$ cat src/rtl/up_tpl_pn_mon_pkg.sv
// Shared register map, version and bit-field indices for the per-channel
// PN error monitor on the up_* register bus.
package up_tpl_pn_mon_pkg;

    localparam logic [31:0] VERSION = 32'h0001_0000;

    localparam logic [7:0] OFF_VERSION    = 8'h00;
    localparam logic [7:0] OFF_CTRL       = 8'h01;
    localparam logic [7:0] OFF_OOS_STICKY = 8'h02;
    localparam logic [7:0] OFF_SAT_STICKY = 8'h03;
    localparam logic [7:0] OFF_IRQ_MASK   = 8'h04;
    localparam logic [7:0] OFF_OOS_LIVE   = 8'h05;
    localparam logic [7:0] OFF_COUNT_BASE = 8'h10;

    localparam int CTRL_ENABLE   = 0;
    localparam int CTRL_CLEAR    = 1;
    localparam int CTRL_SNAPSHOT = 2;

    localparam int IRQ_OOS = 0;
    localparam int IRQ_SAT = 1;

endpackage

$ cat src/rtl/up_tpl_pn_err_cnt.sv
// One channel: saturating PN error counter, its snapshot register and a
// one-cycle flag for an increment attempted while already at full scale.
module up_tpl_pn_err_cnt #(
    parameter int COUNT_WIDTH = 16
) (
    input  logic                   up_clk,
    input  logic                   up_rstn,
    input  logic                   inc_i,
    input  logic                   clear_i,
    input  logic                   snapshot_i,
    output logic [COUNT_WIDTH-1:0] snap_o,
    output logic                   sat_hit_o
);

    logic [COUNT_WIDTH-1:0] count_q, count_d;
    logic [COUNT_WIDTH-1:0] snap_q, snap_d;
    logic                   at_max;

    assign at_max    = &count_q;
    assign sat_hit_o = inc_i & at_max;
    assign snap_o    = snap_q;

    // Snapshot samples the pre-increment value; clear wins over increment,
    // so snapshot+clear together hand the old count over without overlap.
    always_comb begin
        count_d = count_q;
        snap_d  = snap_q;
        if (snapshot_i) begin
            snap_d = count_q;
        end
        if (clear_i) begin
            count_d = '0;
        end else if (inc_i && !at_max) begin
            count_d = count_q + COUNT_WIDTH'(1);
        end
    end

    // NOTE: snapshot registers are reset too: software may read COUNT before
    // any SNAPSHOT has been issued and must then see 0, not garbage.
    always_ff @(posedge up_clk or negedge up_rstn) begin
        if (!up_rstn) begin
            count_q <= '0;
            snap_q  <= '0;
        end else begin
            count_q <= count_d;
            snap_q  <= snap_d;
        end
    end

endmodule

$ cat src/rtl/up_tpl_pn_err_monitor.sv
// Per-channel PN error statistics for the TPL ADC register space: register
// decode, sticky OOS/SAT masks, interrupt and one counter per channel.
module up_tpl_pn_err_monitor
    import up_tpl_pn_mon_pkg::*;
#(
    parameter int          NUM_CHANNELS = 4,
    parameter int          COUNT_WIDTH  = 16,
    parameter logic [1:0]  COMMON_ID    = 2'h2
) (
    input  logic                    up_clk,
    input  logic                    up_rstn,
    input  logic [NUM_CHANNELS-1:0] pn_err,
    input  logic [NUM_CHANNELS-1:0] pn_oos,
    input  logic                    up_wreq,
    input  logic [9:0]              up_waddr,
    input  logic [31:0]             up_wdata,
    output logic                    up_wack,
    input  logic                    up_rreq,
    input  logic [9:0]              up_raddr,
    output logic [31:0]             up_rdata,
    output logic                    up_rack,
    output logic                    irq
);

    logic       wr_sel, rd_sel;
    logic [7:0] woff, roff;

    assign wr_sel = up_wreq & (up_waddr[9:8] == COMMON_ID);
    assign rd_sel = up_rreq & (up_raddr[9:8] == COMMON_ID);
    assign woff   = up_waddr[7:0];
    assign roff   = up_raddr[7:0];

    logic                    enable_q, enable_d;
    logic [1:0]              irq_mask_q, irq_mask_d;
    logic [NUM_CHANNELS-1:0] oos_sticky_q, oos_sticky_d;
    logic [NUM_CHANNELS-1:0] sat_sticky_q, sat_sticky_d;
    logic [NUM_CHANNELS-1:0] oos_w1c, sat_w1c;
    logic                    irq_q, irq_d;
    logic                    wack_q, rack_q;
    logic [31:0]             rdata_q, rdata_d, rd_word;

    logic                                      clear_s, snapshot_s;
    logic [NUM_CHANNELS-1:0]                   inc;
    logic [NUM_CHANNELS-1:0]                   sat_hit;
    logic [NUM_CHANNELS-1:0][COUNT_WIDTH-1:0]  snap;

    // Write data above the channel mask and CTRL fields is don't-care.
    logic unused_wdata;
    assign unused_wdata = ^up_wdata;

    assign clear_s    = wr_sel & (woff == OFF_CTRL) & up_wdata[CTRL_CLEAR];
    assign snapshot_s = wr_sel & (woff == OFF_CTRL) & up_wdata[CTRL_SNAPSHOT];

    for (genvar g = 0; g < NUM_CHANNELS; g++) begin : g_ch
        assign inc[g] = enable_q & pn_err[g] & ~pn_oos[g];

        up_tpl_pn_err_cnt #(
            .COUNT_WIDTH (COUNT_WIDTH)
        ) u_cnt (
            .up_clk     (up_clk),
            .up_rstn    (up_rstn),
            .inc_i      (inc[g]),
            .clear_i    (clear_s),
            .snapshot_i (snapshot_s),
            .snap_o     (snap[g]),
            .sat_hit_o  (sat_hit[g])
        );
    end

    // NOTE: every signal written here gets its default first, so no path
    // leaves it unassigned and no latch is inferred.
    always_comb begin
        enable_d   = enable_q;
        irq_mask_d = irq_mask_q;
        oos_w1c    = '0;
        sat_w1c    = '0;
        if (wr_sel) begin
            case (woff)
                OFF_CTRL:       enable_d   = up_wdata[CTRL_ENABLE];
                OFF_IRQ_MASK:   irq_mask_d = up_wdata[1:0];
                OFF_OOS_STICKY: oos_w1c    = up_wdata[NUM_CHANNELS-1:0];
                OFF_SAT_STICKY: sat_w1c    = up_wdata[NUM_CHANNELS-1:0];
                default:        ;
            endcase
        end
        // A new set event outranks a coincident write-one-to-clear.
        oos_sticky_d = (oos_sticky_q & ~oos_w1c) | pn_oos;
        sat_sticky_d = (sat_sticky_q & ~sat_w1c) | sat_hit;
        irq_d = (irq_mask_q[IRQ_OOS] & (|oos_sticky_q)) |
                (irq_mask_q[IRQ_SAT] & (|sat_sticky_q));
    end

    always_comb begin
        rd_word = '0;
        case (roff)
            OFF_VERSION:    rd_word = VERSION;
            OFF_CTRL:       rd_word = 32'(enable_q);
            OFF_OOS_STICKY: rd_word = 32'(oos_sticky_q);
            OFF_SAT_STICKY: rd_word = 32'(sat_sticky_q);
            OFF_IRQ_MASK:   rd_word = 32'(irq_mask_q);
            OFF_OOS_LIVE:   rd_word = 32'(pn_oos);
            default: begin
                for (int c = 0; c < NUM_CHANNELS; c++) begin
                    if (roff == OFF_COUNT_BASE + 8'(c)) begin
                        rd_word = 32'(snap[c]);
                    end
                end
            end
        endcase
        rdata_d = rd_sel ? rd_word : '0;
    end

    // NOTE: state is updated with non-blocking assignments so every register
    // samples the same pre-edge values regardless of statement order.
    always_ff @(posedge up_clk or negedge up_rstn) begin
        if (!up_rstn) begin
            enable_q     <= 1'b0;
            irq_mask_q   <= '0;
            oos_sticky_q <= '0;
            sat_sticky_q <= '0;
            irq_q        <= 1'b0;
            wack_q       <= 1'b0;
            rack_q       <= 1'b0;
            rdata_q      <= '0;
        end else begin
            enable_q     <= enable_d;
            irq_mask_q   <= irq_mask_d;
            oos_sticky_q <= oos_sticky_d;
            sat_sticky_q <= sat_sticky_d;
            irq_q        <= irq_d;
            wack_q       <= wr_sel;
            rack_q       <= rd_sel;
            rdata_q      <= rdata_d;
        end
    end

    assign up_wack  = wack_q;
    assign up_rack  = rack_q;
    assign up_rdata = rdata_q;
    assign irq      = irq_q;

endmodule

$ cat config.mk
export PLATFORM = sky130hd
export DESIGN_NAME = up_tpl_pn_err_monitor
export DESIGN_NICKNAME = d
export VERILOG_FILES = /design/src/rtl/up_tpl_pn_mon_pkg.sv /design/src/rtl/up_tpl_pn_err_cnt.sv /design/src/rtl/up_tpl_pn_err_monitor.sv
export SDC_FILE = /design/constraint.sdc
export NUM_CORES = 1
export LEC_CHECK = 0
export ABC_AREA = 1
export BUFFER_PORTS_ARGS = -buffer_cell sky130_fd_sc_hd__buf_2
export CORE_UTILIZATION = 55
export CTS_BUF_LIST = sky130_fd_sc_hd__clkbuf_2 sky130_fd_sc_hd__clkbuf_4 sky130_fd_sc_hd__clkbuf_8
export DETAILED_ROUTE_END_ITERATION = 10
export MAX_ROUTING_LAYER = met4
export PLACE_DENSITY = 0.86
export SYNTH_ARGS = -nofsm -noshare
export SYNTH_HDL_FRONTEND = slang
export SYNTH_SLANG_ARGS = --single-unit
$ cat constraint.sdc
create_clock -name up_clk -period 4.9 [get_ports up_clk]
set_input_delay 0 -clock up_clk [delete_from_list [all_inputs] [get_ports up_clk]]
set_output_delay 0 -clock up_clk [all_outputs]
set_load 0.005 [all_outputs]
==> metrics.cfg, run 1 <==
[status]
outcome = finished, final reports clean

[clocking]
cts.sinks = 159
clock_path_buffers = 2
clock_latency_ps = 460
numCtsBuffers = 17
clk_pin_slew_ps = 80
tritoncts = built
root_buffer = clkbuf_8
cts_setup_buffers = 0
h-tree-depth = 4
postCtsResizedCells = 0
postCtsHoldBufs = 29

[placement]
pre_cts_ws_ps = 2550
post-dp-hpwl_um = 14500
gp_congestion = 0.988
port_buffers = 55
place_inst = 1328

[synthesis]
synthMuxAreaShare = 0
synth_seq_area_share = 0.467
synth_area_leaders = dfrtp_1 (47%), nand2_1 (14%), nand3_1 (8.4%)
synth-adder-area-share = 0.00588
synth.distinct_cells = 34
synth_xor_area_frac = 0.0123
synth_edf_count = 0
ys.warnings.count = 0
synth_compound_area_frac = 0.0757
synthesis.area_mm2 = 0.00851
syn_inst = 1121
async_flop_share = 1.00
synth.most_common_cell = nand2_1
synth_top_area_cell = dfrtp_1
synth_seq_cells = 159
ys.flop_type = dfrtp_1
synth_top_family_by_area = simple AND/OR/NAND/NOR gates
synth.top_cell.area_share = 0.467
synth-simple-area-share = 0.355
syn-mean-instance-area_um2 = 7.59
synth_common_cells = nand2_1 (326), dfrtp_1 (159), nand3_1 (143), inv_1 (95), nor2_1 (86)

[sta]
maxSlewHeadroom = 0.279
worst_slack_ps = 2390
fin_crit_ps = 2510
final.period_utilization = 0.512
drv_slew = 0
tns_ps = 0
clock_skew_ps = 11.1
grt_setup_unrepaired = false
setup-violations-final = 0
max_freq_mhz = 398
tightest_slew_ps = 1080
hold_violations = 0

[worst_setup_path]
worstPathMaxFanout = 12
r2r_start = g_ch[3].u_cnt.count_q[0]
cp.arrival_ps = 2890
start_kind = register
crit_type = reg2reg
startpoint = g_ch[3].u_cnt.count_q[0]
cp_data_required_time_ps = 5280
endpoint_kind = register

[global_route]
grt_pass1_wl_um = 35200
grt_antenna_before_repair = 0
grt.total_usage = 0.288
grt_start_max_net_pins = 129
grt_overflow = 0
first_global_vias = 7183

[final_layout]
diodes = 0
layout-drive-gt1-share = 0.107
finalNetCount = 1256
finalNonFillerCells = 1389
synthToLayoutAreaGrowth_pct = 12.2
final_util = 0.631

[route]
remaining_drc_errors = 0
drt-wirelength-per-cell_um = 15.3
antenna_left = 0
drtIter0Drc = 941
totalWireLength_um = 21300
dr.pass1.iters = 6
via_count = 7868
avgViaCountPerCell = 5.66

[pwr]
p_per_area_mw_per_mm2 = 276
p_leak_nw = 4.53
p_total_mw = 2.64
vdd_drop_max_mv = 0.209

[floorplan]
start_util = 0.562
die_y_um = 126
dieArea_mm2 = 0.0160
die_w_um = 126
coreArea_mm2 = 0.0151
num_rows = 45
io_pins = 99

[hold_path]
worstHoldStart = up_waddr[2]
hold_path.class = in2reg

[flow_run]
maxCapViolCount = 0

-- cell type report --
class,instances,area [um2]
fillers,1249,5590
flip-flops and latches,159,3980
multi-input cells,823,3910
repair buffers,89,609
inverters,98,378
clock buffers,20,263
well taps,188,235
clock inverters,12,184
-- state kept, by name, summed over array words and instances, names as in the netlist, 2 cells and up --
| register | flops |
|---|---|
| oos_sticky_q | 4 |
| g_ch.u_cnt.snap_o | 64 |
| g_ch.u_cnt.count_q | 64 |
| up_rdata | 17 |
| irq_mask_q | 2 |
| sat_sticky_q | 4 |
-- final timing paths --
| check | to | slack (ps) | depth (start not counted) |
|---|---|---|---|
| setup / recovery | g_ch[3].u_cnt.count_q[0] | 2390 | 7 |
| hold / removal | sat_sticky_q[1] | 20 | 7 |
| setup reg to reg | g_ch[3].u_cnt.count_q[0] | 2390 | 7 |
| hold reg to reg | g_ch[2].u_cnt.snap_o[14] | 480 | 2 |
| max in group asynchronous | g_ch[2].u_cnt.snap_o[13] | 3410 | 3 |
| min in group asynchronous | g_ch[0].u_cnt.count_q[1] | 220 | 2 |
-- cell usage in the layout (no fill, tap or decap), types with 2 or more instances in the layout --
cell           netlist  layout
dlygate4sd3_1        0      29
buf_4               17       5
nand3_4              0       2
clkinvlp_4           0       5
inv_1               95      95
nor2_1              86      86
bufinv_16            0       4
ha_1                 4       4
o41ai_1              2       2
nand4_1             64      64
o21ai_1             19      19
xor2_1              12      12
nand3_1            143     141
nor3_1               7       7
clkbuf_4             0       2
conb_1               1      15
or2_0                4       4
or2_2                5       5
inv_6                0       2
clkbuf_8             0      18
a22o_1               2       2
nand2_2              4       4
o21ai_0             85      85
nand2_1            326     326
dfrtp_1            159     159
nor2_4               8       8
buf_2               22      54
a21oi_1              6       6
o211ai_1             5       5
nor2_2              13      13
and2_1               2       2
clkinv_4             2       3
nand3b_1             6       6
-- cells by family (layout without fill, tap and decap cells) --
logic type / after synthesis / after routing
flip-flops: 159 / 159
buffers and inverters: 153 / 219
adder cells (fa/ha/maj): 4 / 4
AO/OA/AOI/OAI: 122 / 122
XOR/XNOR: 12 / 12
AND/OR/NAND/NOR: 670 / 670
other: 1 / 15
-- critical path: stages, from the launching register on --
cell and delay, ps:
dfrtp_1 410, ha_1 210, nand3_1 150, inv_1 170
nand2_1 120, o21ai_1 750, nand2_1 360, o21ai_0 260
-- report_power, final --
part           internal (mW)  switching (mW)
clock network          0.583           0.512
registers               1.33          0.0252
logic                 0.0606           0.122
total                   1.98           0.659
-- layer usage --
metal / vias to the layer above / GRT usage / wire [um]
met3: 63 / 0.0502 / 1610
met5: - / - / 0
met2: 374 / 0.432 / 9550
met1: 3641 / 0.383 / 9330
met4: 0 / 0.132 / 765
li1: 3790 / - / -
-- per-stage QoR --
| step | instance area (um2) | hold WS [ps] |
|---|---|---|
| 4_1_cts | 9550 | 7.29 |
| 3_3_place_gp | 8820 | 201 |
| 3_5_place_dp | 8820 | 196 |
| 2_1_floorplan | 8560 | -296 |
| 6_report | 9550 | 22.8 |
| 5_1_grt | 9550 | 47.1 |
Note: power is estimated with default switching activity, not from simulation.
==> inputs of run 2 (changes only) <==
- PLACE_DENSITY: 0.86 -> 0.89
- clock period: 4.9 -> 2.2 ns (I/O delays scaled with it)
==> metrics.cfg, run 2 (same netlist as run 1, synthesis figures left out) <==
[final_layout]
final_util = 0.637  ; +0.00578
final_common_cell = nand2_1
layout-drive-gt1-share = 0.113  ; +0.00655
diodes = 0  ; unchanged
final_cell_mix = nand2_1 (326), dfrtp_1 (159), nand3_1 (141)
postLayoutCellArea_mm2 = 0.00964  ; +0.92%
finalNetCount = 1266  ; +0.80%
finalNonFillerCells = 1399  ; +0.72%
synthToLayoutAreaGrowth_pct = 13.3
fillCellCount = 1169  ; -6.4%

[route]
dr.pass1.iters = 11  ; +5
drt-met1-wl_um = 9440  ; +1.1%
totalWireLength_um = 22400  ; +5.6%
avgViaCountPerCell = 5.76  ; +1.7%
drt-wirelength-per-cell_um = 16.0  ; +4.8%
top_layer_used = met4
dr_wl_met3_um = 1810  ; +13%
drtIter0Drc = 856  ; -9.0%
via_count = 8060  ; +2.4%
wl_met2_um = 10400  ; +9.1%
antenna_left = 0  ; unchanged
remaining_drc_errors = 2  ; +2

[sta]
drv_slew = 0  ; unchanged
hold_violations = 0  ; unchanged
setup-violations-final = 0  ; unchanged
fin_crit_ps = 2100
max_freq_mhz = 476
clock_skew_ps = 11.8  ; +0.679 ps
grt_setup_unrepaired = false
tightest_slew_ps = 709  ; -372 ps
final.period_utilization = 0.955
whs_ps = 28.1  ; +5.23 ps
tns_ps = 0  ; unchanged
maxSlewHeadroom = 0.523  ; +0.244
worst_slack_ps = 98.6  ; -2290 ps

[placement]
gp_congestion = 0.961  ; -2.7%
place_inst = 1337  ; +0.68%
port_buffers = 55  ; unchanged
pre_cts_ws_ps = 13.8  ; -2540 ps
place_area_mm2 = 0.00893  ; +1.3%
post-dp-hpwl_um = 15000  ; +3.8%

[pwr]
p_total_mw = 5.66  ; +110%
p_leak_nw = 4.57  ; +1.0%
vdd_drop_max_mv = 0.400  ; +91%
p_per_area_mw_per_mm2 = 587  ; +110%

[clocking]
numCtsBuffers = 17  ; unchanged
clock_latency_ps = 470  ; about the same
root_buffer = clkbuf_8
clock_path_buffers = 2  ; unchanged
clk_pin_slew_ps = 90  ; about the same
cts.sinks = 159  ; unchanged
tritoncts = built
h-tree-depth = 4  ; unchanged

[global_route]
first_global_vias = 7485  ; +4.2%
grt_start_max_net_pins = 105  ; -19%
grt.total_usage = 0.303  ; +0.0152
grt_overflow = 0  ; unchanged
grt_pass1_wl_um = 36700  ; +4.1%
grt_antenna_before_repair = 0  ; unchanged

[worst_setup_path]
r2r_start = g_ch[0].u_cnt.count_q[0]
endpoint_kind = register
cp.arrival_ps = 2460  ; -430 ps
cp_data_required_time_ps = 2560  ; -2720 ps
ff2ff_path_depth = 6  ; -1
regToRegSetupSlack_ps = 100  ; -2290 ps
crit_type = in2reg
worstPathMaxFanout = 5  ; -7
start_kind = primary input
reg2reg_to = sat_sticky_q[0]

[floorplan]
io_pins = 99  ; unchanged
dieArea_mm2 = 0.0160  ; unchanged
start_util = 0.562  ; unchanged
die_w_um = 126  ; unchanged
coreArea_mm2 = 0.0151  ; unchanged
num_rows = 45  ; unchanged
die_y_um = 126  ; unchanged

[status]
violations = design-rule violations
outcome = complete, but fails checks

[hold_path]
hold_path_end = up_rdata[10]
hold_path.class = in2reg
min_path_cells = 3  ; -4
worstHoldStart = up_raddr[0]

[flow_run]
maxCapViolCount = 0  ; unchanged

[run 2: cell count changes in the layout (fill, tap and decap cells not counted), moves of 2 or more]
cell | before | now
bufinv_16 | 4 | 2
buf_12 | 0 | 4
inv_6 | 2 | 0
buf_4 | 5 | 10
clkbuf_4 | 2 | 4
[run 2: worst max path at each step]
stage	startpoint	end	slack (ps)	depth (start not counted)
finish	up_waddr[8]	enable_q	100	8
global route	g_ch[0].u_cnt.count_q[0]	sat_sticky_q[0]	9	6
CTS	g_ch[0].u_cnt.count_q[0]	sat_sticky_q[0]	180	6
detailed placement	g_ch[1].u_cnt.count_q[0]	g_ch[1].u_cnt.count_q[7]	10	9
global placement	g_ch[1].u_cnt.count_q[0]	g_ch[1].u_cnt.count_q[4]	120	9
floorplan	g_ch[0].u_cnt.count_q[0]	g_ch[0].u_cnt.count_q[11]	610	9
[run 2: worst max-delay path: stages]
cell           delay [ps]
dlygate4sd3_1         540
buf_2                 130
nor2_2                300
dlygate4sd3_1         680
nand2_1               100
nand2_1                70
o21ai_0                70
dlygate4sd3_1         560
[run 2: report_power, final]
part / internal, mW / switching [mW] / total (mW) / leakage, nW
Combinational: 0.147 / 0.291 / 0.438 / 2.27
Clock: 1.11 / 1.08 / 2.20 / 0.188
Sequential: 2.97 / 0.0566 / 3.03 / 2.12
Total: 4.23 / 1.43 / 5.66 / 4.57
[run 2: layout make-up]
cell class                      count  area [um2]  share of cell area
Clock buffer                       23         292              0.0302
Timing Repair Buffer               99         737              0.0764
Clock inverter                      9         110              0.0114
Sequential cell                   159        3980               0.413
Tap cell                          188         235              0.0244
Inverter                           98         378              0.0392
Multi-Input combinational cell    823        3910               0.406
[run 2: routing by layer]
metal / vias to the layer above / global-route usage
met3: 71 / 0.0662
met1: 3750 / 0.383
li1: 3825 / -
met4: 0 / 0.136
met2: 414 / 0.470
met5: - / -
[run 2: repair_timing]
action / CTS / global route
gates resized for setup: 1 / 0
setup endpoints to repair: 2 / 0
setup buffers: 0 / 0
hold buffers: 30 / 0
hold endpoints to repair: 154 / 0
